==> config.mk <==
export PLATFORM = sky130hd
export DESIGN_NAME = cond_select_pipe
export DESIGN_NICKNAME = d
export VERILOG_FILES = /design/src/rtl/cond_select_pipe_pkg.sv /design/src/rtl/cond_select_pipe_cmp3.sv /design/src/rtl/cond_select_pipe.sv
export SDC_FILE = /design/constraint.sdc
export NUM_CORES = 1
export LEC_CHECK = 0
export ABC_CLOCK_PERIOD_IN_PS = 1200
export BUFFER_PORTS_ARGS = -buffer_cell sky130_fd_sc_hd__buf_2
export CORE_UTILIZATION = 50
export CTS_BUF_LIST = sky130_fd_sc_hd__clkbuf_8
export DETAILED_ROUTE_END_ITERATION = 8
export GPL_TIMING_DRIVEN = 0
export MAX_ROUTING_LAYER = met4
export PLACE_DENSITY = 0.8
export SYNTH_ARGS = -nofsm -noshare
export SYNTH_HDL_FRONTEND = slang
export SYNTH_SLANG_ARGS = --single-unit
==> constraint.sdc <==
create_clock -name clk -period 1.2 [get_ports clk]
set_input_delay 0 -clock clk [delete_from_list [all_inputs] [get_ports clk]]
set_output_delay 0 -clock clk [all_outputs]
set_load 0.1 [all_outputs]
==> src/rtl/cond_select_pipe_pkg.sv <==
// Shared branch encoding for the compare-select pipeline.
package cond_select_pkg;

   // Branch taken by the compare-select; 2'd3 is never produced.
   typedef logic [1:0] sel_t;

   localparam sel_t SEL_LT = 2'd0;
   localparam sel_t SEL_GT = 2'd1;
   localparam sel_t SEL_EQ = 2'd2;

   // LT has priority over GT; neither means the operands are equal.
   function automatic sel_t sel_encode(input logic lt, input logic gt);
      if (lt) return SEL_LT;
      if (gt) return SEL_GT;
      return SEL_EQ;
   endfunction

endpackage

==> src/rtl/cond_select_pipe_cmp3.sv <==
// Combinational three-way comparator: signed or unsigned, EQ = neither lt nor gt.
module cmp3 #(
   parameter int CW     = 4,
   parameter bit SIGNED = 1'b0
) (
   input  logic [CW-1:0] y,
   input  logic [CW-1:0] z,
   output logic          lt,
   output logic          gt
);

   // Compare mode is fixed at elaboration time.
   if (SIGNED) begin : g_signed
      assign lt = $signed(y) < $signed(z);
      assign gt = $signed(y) > $signed(z);
   end else begin : g_unsigned
      assign lt = y < z;
      assign gt = y > z;
   end

endmodule

==> src/rtl/cond_select_pipe.sv <==
// Two-stage valid/ready compare-select with per-branch saturating hit counters.
module cond_select_pipe
   import cond_select_pkg::*;
#(
   parameter int CW     = 4,
   parameter int DW     = 2,
   parameter bit SIGNED = 1'b0,
   parameter int CNTW   = 8
) (
   input  logic            clk,
   input  logic            rst,
   input  logic            in_valid,
   output logic            in_ready,
   input  logic [CW-1:0]   y,
   input  logic [CW-1:0]   z,
   input  logic [DW-1:0]   b,
   input  logic [DW-1:0]   c,
   input  logic [DW-1:0]   d,
   output logic            out_valid,
   input  logic            out_ready,
   output logic [DW-1:0]   out_data,
   output logic [1:0]      out_sel,
   input  logic            cnt_clr,
   output logic [CNTW-1:0] cnt_lt,
   output logic [CNTW-1:0] cnt_gt,
   output logic [CNTW-1:0] cnt_eq
);

   // Global advance: both stages move together or both hold.
   logic adv;
   logic out_fire;

   assign adv      = !out_valid || out_ready;
   assign in_ready = adv;
   assign out_fire = out_valid && out_ready;

   logic          s1_valid;
   logic [CW-1:0] s1_y;
   logic [CW-1:0] s1_z;
   logic [DW-1:0] s1_b;
   logic [DW-1:0] s1_c;
   logic [DW-1:0] s1_d;

   // Stage 1 valid bit: cleared by reset, follows in_valid whenever the pipe advances.
   // NOTE: sequential state is always assigned with <= so every register samples pre-edge values.
   always_ff @(posedge clk) begin
      if (rst)      s1_valid <= 1'b0;
      else if (adv) s1_valid <= in_valid;
   end

   // Stage 1 payload: captured on input handshake only.
   // NOTE: payload registers carry no reset; s1_valid qualifies them, so reset only needs the valid bit.
   always_ff @(posedge clk) begin
      if (adv && in_valid) begin
         s1_y <= y;
         s1_z <= z;
         s1_b <= b;
         s1_c <= c;
         s1_d <= d;
      end
   end

   logic lt;
   logic gt;

   cmp3 #(
      .CW     (CW),
      .SIGNED (SIGNED)
   ) u_cmp3 (
      .y  (s1_y),
      .z  (s1_z),
      .lt (lt),
      .gt (gt)
   );

   sel_t          nxt_sel;
   logic [DW-1:0] nxt_data;

   // Branch decode and data select on the stage 1 registers.
   // NOTE: every always_comb output gets a default first so no path can infer a latch.
   always_comb begin
      nxt_sel  = sel_encode(lt, gt);
      nxt_data = s1_d;
      case (nxt_sel)
         SEL_LT:  nxt_data = s1_b;
         SEL_GT:  nxt_data = s1_c;
         default: nxt_data = s1_d;
      endcase
   end

   // Stage 2 result registers: loaded from stage 1 on advance; data only changes for real transactions.
   always_ff @(posedge clk) begin
      if (rst) begin
         out_valid <= 1'b0;
         out_data  <= '0;
         out_sel   <= SEL_EQ;
      end else if (adv) begin
         out_valid <= s1_valid;
         if (s1_valid) begin
            out_data <= nxt_data;
            out_sel  <= nxt_sel;
         end
      end
   end

   // Saturating increment shared by the three hit counters.
   function automatic logic [CNTW-1:0] sat_inc(input logic [CNTW-1:0] v);
      return (v == '1) ? v : v + CNTW'(1);
   endfunction

   // LT hit counter: clear wins over a coincident handshake.
   always_ff @(posedge clk) begin
      if (rst || cnt_clr)                 cnt_lt <= '0;
      else if (out_fire && out_sel == SEL_LT) cnt_lt <= sat_inc(cnt_lt);
   end

   // GT hit counter: clear wins over a coincident handshake.
   always_ff @(posedge clk) begin
      if (rst || cnt_clr)                 cnt_gt <= '0;
      else if (out_fire && out_sel == SEL_GT) cnt_gt <= sat_inc(cnt_gt);
   end

   // EQ hit counter: clear wins over a coincident handshake.
   always_ff @(posedge clk) begin
      if (rst || cnt_clr)                 cnt_eq <= '0;
      else if (out_fire && out_sel == SEL_EQ) cnt_eq <= sat_inc(cnt_eq);
   end

endmodule

==> After elaboration in Yosys (flattened, before gate mapping) <==
Index checks and enable logic that the tools add are counted.
{ "classes": {"addsub": 3, "n_lt_le_gt_ge": 2, "eq_ne": 6, "muxes": 8, "n_bitwise": 3, "reduce_logical": 14} }
{ "ops": {"columns": ["op", "n"], "rows": [
  ["$add A8 B1 Y8 const B", 3],
  ["$eq A8 B8 Y1 const B", 3],
  ["$mux W2", 4],
  ["$reduce_and A2 Y1", 4],
  ["$logic_and A1 B1 Y1", 5],
  ["$eq A2 B1 Y1 const B", 2],
  ["$gt A4 B4 Y1", 1],
  ["$logic_not A2 Y1", 2],
  ["$lt A4 B4 Y1", 1],
  ["$pmux W2 S2", 1],
  ["$mux W1", 3],
  ["$not A1 Y1", 3],
  ["$eq A2 B2 Y1 const B", 1],
  ["$logic_or A1 B1 Y1", 2],
  ["$logic_not A1 Y1", 1]
]} }
{ "word_totals": {"register_bits": 44, "out_inout_bits": 30} }

==> Depth between registers and ports, before layout <==
{ "logic_depth": {"depth_word": 7, "depth_mapped": 6, "depth_no_buf": 6} }

==> Cells and area by module <==
A second synthesis with hierarchy kept.
{ "unflattened": {"cells_unflattened": 196, "hier_area_um2": 2009.4} }
{ "by_module_without_submodules": {"columns": ["module", "n_inst", "cells_per_inst", "area_each_um2"], "rows": [
  ["cond_select_pipe", 1, 181, 1895.6],
  ["cmp3", 1, 15, 113.9]
]} }

==> Worst setup path after synthesis <==
No wires, ideal clock.
{ "synth_path": {"path_type": "register to register", "from": "register cnt_gt[0]", "to": "register cnt_gt[4]", "setup_ns": 0.116, "arrival_ns": 2.022, "t_required_ns": 1.084, "setup_slack_ns": -0.939, "stages_incl_launch_ff": 6, "path_buffers": 0, "synth_period_minus_slack_ns": 2.139, "cell_sequence": "dfxtp_1 -> ha_1 -> nand2_1 -> a211oi_2 -> a21oi_1 -> a31o_2"} }
{ "synth_via": {"elab_chain_cells": 3, "word_cells_on_any_way": 4, "classes_between": "add/sub: 1; eq/ne: 1; bitwise: 1; reduce/logical: 1"} }
{ "synth_rtl": {"columns": ["element", "line_no", "text"], "rows": [
  ["start: declaration", "cond_select_pipe.sv:25", "output logic [CNTW-1:0] cnt_gt,"],
  ["start signal: assignment", "cond_select_pipe.sv:120", "else if (out_fire && out_sel == SEL_GT) cnt_gt <= sat_inc(cnt_gt);"],
  ["branches (longest 3 deep; another with $add A8 B1 Y8)", null, null]
]} }
Parallel ways; which one is timed is not known.
A chain may end at the register's enable or synchronous reset.

==> Worst setup path after layout <==
{ "layout_path": {"from": "register s1_y[3]", "to": "register out_sel[0]"} }
{ "layout_via": {"elab_chain_cells": 5, "word_cells_on_any_way": 8, "classes_between": "order compare: 2; mux: 6"} }
{ "layout_rtl": {"columns": ["element", "line_no", "text"], "rows": [
  ["start: declaration", "cond_select_pipe.sv:38", "logic [CW-1:0] s1_y;"],
  ["start signal: assignment", "cond_select_pipe.sv:55", "s1_y <= y;"],
  ["$gt A4 B4 Y1", "cond_select_pipe_cmp3.sv:18", "assign gt = y > z;"],
  ["$mux W1 (2 in a row)", "cond_select_pipe_pkg.sv:14", "if (gt) return SEL_GT;"],
  ["$mux W2", "cond_select_pipe_pkg.sv:15", "return SEL_EQ;"],
  ["$mux W2 (*)", "cond_select_pipe_pkg.sv:14", null],
  ["end signal: assignment", "cond_select_pipe.sv:101", "out_sel <= nxt_sel;"],
  ["end: declaration", "cond_select_pipe.sv:22", "output logic [1:0] out_sel,"]
]} }
Mark *: on every way between the ends. The rest lies on a longest branch, timed or not. The select of a mux whose other input is x is not followed.

==> flow_summary.yaml <==
status:
  status: "finished, violations left"
  violations: "setup timing"
setup_path:
  endpoint_kind: "register"
  cp.depth: 5
  path_class: "reg2reg"
  cp.required_ns: 1.38
  path_cells: "ha_4 -> nand4_1 -> and3_1 -> o21ai_1 -> a21oi_1"
  worst_path_max_delay_cell: "edfxtp_1"
  path_delay_family: "simple AND/OR/NAND/NOR gates"
  critPathLaunchType: "register"
  worst-r2r-cell-count: 5
  crit_buf_inv: 0
  cpPeakStageDelay_ns: 0.42
  worstPathArrival_ns: 1.61
  crit_fanout: 4
synthesis:
  yosysWarnings: 0
  ys_seq_elements: 44
  yosys_most_used_dff: "dfxtp_1"
  syn_avg_cell_area_um2: 10.2
  synth_cell_types: 41
  ys_seq_area_frac: 0.504
  synthCells: 198
  synth-async-reset-ratio: 0
  syn_area_um2: 2030
  synth_edf_count: 14
  syn_nets: 224
sta:
  finalCritPeriodShare: 1.19
  final_max_slew_viol_count: 0
  setup_slack_ns: -0.231
  finalHoldViolCount: 0
  tightest_slew_ns: 0.703
  min_period_ns: 1.43
  maxSlewHeadroom: 0.531
  setup_viol: 23
  skew_ns: 0.00504
  fmax_mhz: 699
  rsz0062_at_grt: "yes"
clocking:
  cts_root_buf: "clkbuf_8"
  htreeDepth: 2
  clk_path_buf_depth: 2
  cts_tree: "yes"
  clk_latency_ns: 0.30
  numCtsBuffers: 5
  path_clk_slew_ns: 0.08
  clock-sinks: 44
routing:
  wire_per_inst_um: 15.1
  dr.pass1.iters: 4
  wirelength_um: 5000
  drtIter0Drc: 85
  antenna_left: 0
  drc_errors: 0
  vias: 1833
  via_per_inst: 5.52
placement:
  io_buffers: 48
  numPlacedInstances: 294
  hpwl_um: 3170
  place.gp.congestion: 0.814
pwr:
  finalPower_w: 0.00280
  leakagePower_nw: 1.23
  ir_worst_vdd_uv: 999
  powerDensity_nw_per_um2: 913
final_layout:
  layout-drive-gt1-share: 0.493
  fin_util: 0.813
  finalNetCount: 309
  final_common_cell: "buf_2"
  areaGrowthSynthToFinish_pct: 51.3
  final_cells: 332
  diodes: 0
  final_cell_mix: "buf_2 (46), dfxtp_4 (27), nor2_1 (19), dlygate4sd3_1 (14), edfxtp_1 (14)"
floorplan:
  fp.coreArea_um2: 3770
  core.rowCount: 22
  die_h_um: 65.7
  dieArea_um2: 4310
  io_pins: 49
  start_util: 0.537
  die_w_um: 65.7
hold_path:
  whs_path_depth: 3
  hp-class: "in2reg"
grt:
  grt_pass1_wl_um: 7760
  grtUsageTotal: 0.251
  grt_overflow_total: 0
  grt_pass1_vias: 1700
  grt_max_degree: 16
  antenna_found_initial: 0
job:
  drv_cap: 0
==> where the power goes <==
| group | internal (W) | switching (W) |
|---|---|---|
| Sequential | 0.00153 | 0.0000273 |
| Combinational | 0.000149 | 0.000229 |
| Clock | 0.000388 | 0.000478 |
==> through the flow <==
step	hold slack (ns)	setup TNS [ns]	instance area [µm²]	setup WS, ns
CTS	0.0277	-2.19	2890	-0.254
finish	0.0460	-2.32	3060	-0.231
global route	0.0757	-3.96	3060	-0.305
global placement	0.176	-2.90	2560	-0.215
floorplan	0.0989	-6.70	2260	-0.265
detailed placement	0.178	-3.23	2560	-0.276
==> cell usage after synthesis (2+ instances only) <==
library cell | count | share of area
nand2b_1 | 4 | 0.012
ha_1 | 7 | 0.043
mux2i_1 | 6 | 0.030
xnor2_1 | 3 | 0.013
or3_1 | 3 | 0.0093
a31o_2 | 2 | 0.0086
o2111ai_1 | 2 | 0.0086
and4b_2 | 2 | 0.011
dfxtp_1 | 30 | 0.30
and3_1 | 3 | 0.0093
a41oi_1 | 2 | 0.0086
a21oi_1 | 11 | 0.027
and2_1 | 3 | 0.0093
o31ai_1 | 3 | 0.011
o211a_1 | 2 | 0.0099
nor2_1 | 21 | 0.039
nor3_1 | 2 | 0.0049
and4_1 | 3 | 0.013
xor2_1 | 7 | 0.030
inv_1 | 8 | 0.015
nand2_1 | 12 | 0.022
nand4_1 | 9 | 0.028
o21ai_0 | 8 | 0.020
a31oi_1 | 3 | 0.0093
o211ai_1 | 3 | 0.011
and4b_1 | 2 | 0.0099
nand3_1 | 8 | 0.020
edfxtp_1 | 14 | 0.21
clkbuf_1 | 3 | 0.0056
==> worst register-to-register path, cell delays in order, from the launching register on <==
cell	delay, ns
edfxtp_1	0.42
ha_4	0.30
nand4_1	0.22
and3_1	0.23
o21ai_1	0.07
a21oi_1	0.08
==> routing by layer <==
layer / vias to the layer above / track usage / routed length (µm)
met2: 50 / 0.452 / 2760
li1: 904 / - / -
met4: 0 / 0.109 / 110
met3: 12 / 0.0608 / 169
met1: 867 / 0.257 / 1960
met5: - / - / 0
==> layout make-up <==
cell class                 instances  area (µm²)
clock buffer                       5        68.8
clock inverter                     3        11.3
sequential                        44        1120
tap                               48        60.1
multi-input combinational        142        1220
inverter                           8        30.0
timing repair buffer              77         509
fill                             232         707
buffer                             5        46.3
==> path summary, 6_finish.rpt <==
kind / endpoint / start / slack [ns]
hold reg to reg: out_sel[1] / out_sel[1] / 0.51
setup / recovery: out_sel[0] / s1_y[3] / -0.23
setup reg to reg: out_sel[0] / s1_y[3] / -0.23
hold / removal: cnt_eq[7] / cnt_clr / 0.05
==> kinds of logic (layout without fill, tap and decap cells) <==
kind of cell	after synthesis	count (layout)	synth area share
adder cells (fa/ha/maj)	7	7	0.0432
flip-flops	44	44	0.504
multiplexers	6	6	0.0296
XOR/XNOR	10	10	0.0432
AO/OA/AOI/OAI	41	41	0.146
buffers and inverters	13	98	0.0266
AND/OR/NAND/NOR	77	78	0.208
==> flip-flops by register name, indices dropped and copies added (netlist names) <==
signal / cells
out_sel: 2
out_valid: 1
cnt_gt: 8
s1_y: 4
s1_b: 2
s1_c: 2
s1_valid: 1
cnt_lt: 8
cnt_eq: 8
s1_d: 2
s1_z: 4
out_data: 2
==> timing repair <==
| action | in CTS | in global routing |
|---|---|---|
| hold endpoints to repair | 14 | 0 |
| hold buffers | 14 | 0 |
| gates resized for setup | 11 | 22 |
| pin swaps | 22 | 22 |
| setup endpoints to repair | 20 | 42 |
| setup buffers | 9 | 6 |
| gates cloned | 0 | 1 |
Note: power is estimated with default switching activity, not from simulation.
